[src/rtl/mem_pkg.sv]
`default_nettype none
// ============================================================================
//  Module      : mem_pkg
//  Description : Shared bus command encodings, controller state type and
//                I/O address map for the mem_io_ctrl block.
//  Revision    : 1.0  initial release
// ============================================================================
package mem_pkg;

    // CPU bus command encodings; 2'b11 is reserved and treated as an error
    localparam logic [1:0] MNONE  = 2'b00;
    localparam logic [1:0] MREAD  = 2'b01;
    localparam logic [1:0] MWRITE = 2'b10;

    // Controller FSM states
    typedef enum logic [1:0] {
        IDLE    = 2'd0,
        RD_WAIT = 2'd1,
        DONE    = 2'd2
    } state_t;

    // Memory-mapped I/O locations
    localparam logic [8:0] LED_ADDR = 9'h100;
    localparam logic [8:0] SW_ADDR  = 9'h140;

    // The lower half of the 9-bit space is the 256-word RAM
    function automatic logic is_ram_addr(input logic [8:0] addr);
        return ~addr[8];
    endfunction

endpackage
`default_nettype wire

[src/rtl/ram256x16.sv]
`default_nettype none
// ============================================================================
//  Module      : ram256x16
//  Description : 256 x 16 single-port synchronous RAM. The read address is
//                registered on an enabled cycle; data appears one cycle later.
//                Contents are never reset.
//  Revision    : 1.0  initial release
// ============================================================================
module ram256x16 (
    input  logic        clk,
    input  logic        we_i,
    input  logic        re_i,
    input  logic [7:0]  addr_i,
    input  logic [15:0] wdata_i,
    output logic [15:0] rdata_o
);

    logic [15:0] mem_q [0:255];
    logic [7:0]  raddr_q;

    // Storage write and read-address capture
    always_ff @(posedge clk) begin
        if (we_i) begin
            mem_q[addr_i] <= wdata_i;
        end
        if (re_i) begin
            raddr_q <= addr_i;
        end
    end

    assign rdata_o = mem_q[raddr_q];

endmodule
`default_nettype wire

[src/rtl/mem_io_ctrl.sv]
`default_nettype none
// ============================================================================
//  Module      : mem_io_ctrl
//  Description : CPU bus controller for a 256x16 RAM plus LED (write) and
//                switch (read) registers. Handles address decode, completion
//                strobe and a sticky bus-error flag.
//  Config      : define SW_SYNC_EN to pass SW through a 2-flop synchronizer.
//  Revision    : 1.0  initial release
// ============================================================================
module mem_io_ctrl
    import mem_pkg::*;
(
    input  logic        clk,
    input  logic        reset,
    input  logic [1:0]  mem_cmd,
    input  logic [8:0]  mem_addr,
    input  logic [15:0] write_data,
    output logic [15:0] read_data,
    output logic        mem_ready,
    input  logic [9:0]  SW,
    output logic [7:0]  LEDR,
    output logic        bus_err
);

    state_t      state_q;
    logic [15:0] read_data_q;
    logic        mem_ready_q;
    logic [7:0]  ledr_q;
    logic        bus_err_q;

    logic        addr_ram;
    logic        addr_led;
    logic        addr_sw;
    logic        addr_unmapped;
    logic        ram_we;
    logic        ram_re;
    logic [15:0] ram_rdata;
    logic [9:0]  sw_val;

    assign addr_ram      = is_ram_addr(mem_addr);
    assign addr_led      = (mem_addr == LED_ADDR);
    assign addr_sw       = (mem_addr == SW_ADDR);
    assign addr_unmapped = ~(addr_ram | addr_led | addr_sw);

    // RAM is only touched from IDLE, on the command-sample edge
    assign ram_we = (state_q == IDLE) && (mem_cmd == MWRITE) && addr_ram;
    assign ram_re = (state_q == IDLE) && (mem_cmd == MREAD)  && addr_ram;

`ifdef SW_SYNC_EN
    logic [9:0] sw_meta_q;
    logic [9:0] sw_sync_q;

    // Two-stage synchronizer for the asynchronous board switches
    always_ff @(posedge clk or posedge reset) begin
        if (reset) begin
            sw_meta_q <= 10'd0;
            sw_sync_q <= 10'd0;
        end else begin
            sw_meta_q <= SW;
            sw_sync_q <= sw_meta_q;
        end
    end

    assign sw_val = sw_sync_q;
`else
    assign sw_val = SW;
`endif

    ram256x16 u_ram (
        .clk     (clk),
        .we_i    (ram_we),
        .re_i    (ram_re),
        .addr_i  (mem_addr[7:0]),
        .wdata_i (write_data),
        .rdata_o (ram_rdata)
    );

    // Transaction FSM with registered read data, LEDs, strobe and error flag
    always_ff @(posedge clk or posedge reset) begin
        if (reset) begin
            state_q     <= IDLE;
            read_data_q <= 16'h0000;
            mem_ready_q <= 1'b0;
            ledr_q      <= 8'h00;
            bus_err_q   <= 1'b0;
        end else begin
            mem_ready_q <= 1'b0;
            case (state_q)
                IDLE: begin
                    case (mem_cmd)
                        MNONE: begin
                            state_q <= IDLE;
                        end
                        MWRITE: begin
                            // RAM write is performed by the RAM itself via ram_we;
                            // a store to the switch register is silently dropped
                            if (addr_led) begin
                                ledr_q <= write_data[7:0];
                            end else if (addr_unmapped) begin
                                bus_err_q <= 1'b1;
                            end
                            state_q     <= DONE;
                            mem_ready_q <= 1'b1;
                        end
                        MREAD: begin
                            if (addr_ram) begin
                                state_q <= RD_WAIT;
                            end else begin
                                if (addr_led) begin
                                    read_data_q <= {8'h00, ledr_q};
                                end else if (addr_sw) begin
                                    read_data_q <= {6'b000000, sw_val};
                                end else begin
                                    read_data_q <= 16'h0000;
                                    bus_err_q   <= 1'b1;
                                end
                                state_q     <= DONE;
                                mem_ready_q <= 1'b1;
                            end
                        end
                        default: begin
                            // Reserved command: flag it and complete with no effect
                            bus_err_q   <= 1'b1;
                            state_q     <= DONE;
                            mem_ready_q <= 1'b1;
                        end
                    endcase
                end
                RD_WAIT: begin
                    read_data_q <= ram_rdata;
                    state_q     <= DONE;
                    mem_ready_q <= 1'b1;
                end
                DONE: begin
                    state_q <= IDLE;
                end
                default: begin
                    state_q <= IDLE;
                end
            endcase
        end
    end

    assign read_data = read_data_q;
    assign mem_ready = mem_ready_q;
    assign LEDR      = ledr_q;
    assign bus_err   = bus_err_q;

endmodule
`default_nettype wire

[config.mk]
export PLATFORM = sky130hd
export DESIGN_NAME = mem_io_ctrl
export DESIGN_NICKNAME = d
export VERILOG_FILES = /design/src/rtl/mem_pkg.sv /design/src/rtl/ram256x16.sv /design/src/rtl/mem_io_ctrl.sv
export SDC_FILE = /design/constraint.sdc
export NUM_CORES = 2
export LEC_CHECK = 0
export BUFFER_PORTS_ARGS = -buffer_cell sky130_fd_sc_hd__buf_2
export CORE_MARGIN = 3
export CORE_UTILIZATION = 50
export DETAILED_ROUTE_END_ITERATION = 10
export GPL_TIMING_DRIVEN = 1
export HOLD_SLACK_MARGIN = 0.06
export PLACE_DENSITY = 0.68
export SYNTH_ARGS = -nofsm -noshare
export SYNTH_HDL_FRONTEND = slang
export SYNTH_SLANG_ARGS = --single-unit
[constraint.sdc]
create_clock -name clk -period 2.5 [get_ports clk]
set_clock_uncertainty 0.1 [all_clocks]
set_input_delay 0.5 -clock clk [delete_from_list [all_inputs] [get_ports clk]]
set_output_delay 0.5 -clock clk [all_outputs]
set_load 0.01 [all_outputs]
==> impl_results.md <==
* Status: finished, violations left
* Failing checks: negative setup slack
* Root buffer cell: clkbuf_16
* Initial antenna violation count at 21
* Placed Cells incl. Taps at 12300
* Fin crit period at 3.40 ns
* Post-DR vias/cell at 6.56
* Setup TNS Final at -417.39 ns
* Commonest non-fill, non-tap cell in the layout: edfxtp_1
* Main synth FF type: edfxtp_1
* Slew of the pin with the lowest slew margin at 1.28 ns
* Leakage at 64.4 nW
* Core Area at 0.317 sq mm
* Gpl congestion at 0.970
* Final Hold Fails at 0
* Routed len/inst at 37.2 um
* Die span in x at 571 um
* First-pass GRT wire length at 684 mm
* Nets at 8766
* FF-to-FF setup slack at -0.90 ns
* CTS Buffer Depth at 4
* Largest net degree at the start of global routing at 107
* Hold path endpoint: u_ram.mem_q[148][8]
* Hold Crit Class: in2reg
* Ys async rst share at 0.00652
* Period utilization at 1.36
* Buffers added on ports at 64
* Relative slew slack at 0.144
* Post-Layout Cell Count at 13200
* Row cnt at 206
* Final worst setup slack at -0.903 ns
* Syn Area/Cell at 22.2 sq um
* DP Wirelength at 310 mm
* Vias in the first global route at 85400
* Htree depth at 5
* Layout cells sized above 1 at 0.394
* Fillcell total at 20600
* Distinct cells, synth at 70
* Fin. max-slew vios at 0
* Seq/Total Area, Yosys at 0.776
* Fmax at 0.294 GHz
* Die H at 571 um
* Final WL at 492 mm
* Syn_nets at 7225
* CP arrival at 4.14 ns
* Crit start category: flip-flop
* GRT overflow at 0
* Post-Syn Instances at 7186
* WS Path Type: reg2reg
* RSZ-0062 raised after global routing: true
* Area grow syn2layout at 23.9%
* CTS tree: yes
* Total GRT Usage at 0.301
* Worst r2r path cells at 11
* First-pass iteration count of the detailed router at 6
* Reg2reg end: read_data[2]
* TritonCTS Buffers at 411
* Worst-path fanout max at 5
* Max-Cap Viols at 0
* Commonest non-fill, non-tap cells in the layout: edfxtp_1, mux4_2, buf_4
* WHS Path Cells at 1
* Worst VDD drop at 663 uV
* Antenna-violating nets left at 0
* Final core occ at 0.626
* CP Data Required Time at 3.24 ns
* Mapped Area at 0.160 sq mm
* Total I/O pin count at 65
* Worst-Skew Late Latency at 1.00 ns
* Power Dens Cells at 755 mW/mm^2
* Hold_sp: write_data[8]
* Initial DRC count at 14100
* DR DRC count at 0
* Reg clk slew, reported paths at 0.06 ns
* Die area at 0.326 sq mm
* Post-synth EDFFs at 4104
* Via count at 86800
* Initial Util at 0.505
* Critical path capture point type: flip-flop
* Final setup fails at 3441
* Num Clock Sinks at 4139
* Ys Warns at 0
* Yosys reg bits at 4139
* WHS at 0.0920 ns
## timing repair
item	4_1_cts	5_1_grt
hold buffers	27	0
setup endpoints to repair	1934	3022
gates cloned	37	11
pin swaps	74	46
gates resized for setup	351	98
buffers inserted	128	35
endpoints found under the hold margin	370	0
## worst max path at each step
stage | from | endpoint | slack, ns
6_report | flip-flop | read_data[2] | -0.90
5_1_grt | flip-flop | read_data[2] | -0.90
4_1_cts | flip-flop | read_data[2] | -0.85
3_5_place_dp | flip-flop | read_data[13] | -1.63
3_3_place_gp | flip-flop | read_data[13] | -1.68
2_1_floorplan | flip-flop | read_data[1] | -0.27
## layer usage
metal	global-route usage	up-vias	routed length [um]	share of wire
li1	-	33600	-	-
met1	0.409	46000	177000	0.36
met2	0.459	6169	229000	0.46
met3	0.0726	1075	56600	0.11
met4	0.157	6	30200	0.061
met5	0	-	34	0.000069
## cell type report
| type | instances | area [sq um] | share of cell area |
|---|---|---|---|
| sequential | 4139 | 124000 | 0.627 |
| multi-input combinational | 2629 | 35800 | 0.181 |
| timing repair buffer | 1535 | 19100 | 0.0963 |
| clock buffer | 484 | 10600 | 0.0534 |
| tap | 4160 | 5200 | 0.0263 |
| clock inverter | 276 | 3250 | 0.0164 |
| inverter | 11 | 56.3 | 0.000284 |
| antenna | 9 | 22.5 | 0.000114 |
## state kept, by name, indices dropped and copies added (netlist names), named ones only
signal,count
bus_err,1
read_data,16
LEDR,8
state_q,1
u_ram.mem_q,4096
mem_ready,1
u_ram.raddr_q,8
## metrics by stage
step | setup slack [ns] | instance area, sq um | power, W
after floorplan | -0.270 | 161000 | 0.0818
after global placement | -1.68 | 179000 | 0.0869
after detailed placement | -1.63 | 179000 | 0.0871
after CTS | -0.855 | 197000 | 0.150
after global routing | -0.902 | 198000 | 0.153
final | -0.903 | 198000 | 0.150
## power by group
part           internal (W)  switching (W)  leakage, nW  total [W]
sequential           0.0763       0.000323         37.3     0.0767
combinational       0.00399        0.00588         20.5    0.00987
clock                0.0362         0.0269         6.64     0.0631
total                 0.116         0.0331         64.4      0.150
## critical path, stage by stage, from the launching register on
cell       delay [ns]
dfxtp_4          0.41
buf_12           0.16
buf_16           0.15
buf_12           0.12
buf_6            0.09
mux4_2           0.47
mux4_2           0.57
a22oi_2          0.58
buf_4            0.22
a21oi_2          0.05
a2111oi_2        0.23
nand2_1          0.09
## logic make-up after synthesis
group                  count (synthesis)  synth area share
flip-flops                          4139             0.776
multiplexers                        1343             0.165
AND/OR/NAND/NOR                      797            0.0213
AO/OA/AOI/OAI                        489            0.0211
buffers and inverters                418            0.0161
## cells in the mapped netlist, types with 10 or more instances
cell type,count,area share
nor4_1,10,0.00039
nand2b_1,15,0.00059
a22o_1,15,0.00082
o21ai_0,44,0.0014
buf_6,71,0.0050
buf_8,17,0.0016
a21oi_1,97,0.0030
dfrtp_1,27,0.0042
and2_1,12,0.00047
a22oi_1,37,0.0017
buf_4,34,0.0016
a31oi_1,29,0.0011
o211ai_1,12,0.00056
a211oi_1,20,0.00094
mux2_2,17,0.0012
a2111oi_0,10,0.00055
and3_1,19,0.00074
o221ai_1,66,0.0036
nand2_1,263,0.0062
nor2b_1,18,0.00070
o22ai_1,82,0.0032
buf_2,107,0.0034
mux2i_1,293,0.018
nor3_1,32,0.0010
edfxtp_1,4104,0.77
nand4_1,11,0.00043
mux4_2,1032,0.15
nor2_1,335,0.0079
nand3_1,59,0.0018
clkbuf_1,135,0.0032
buf_1,42,0.00099
(Power assumes the default switching activity.)
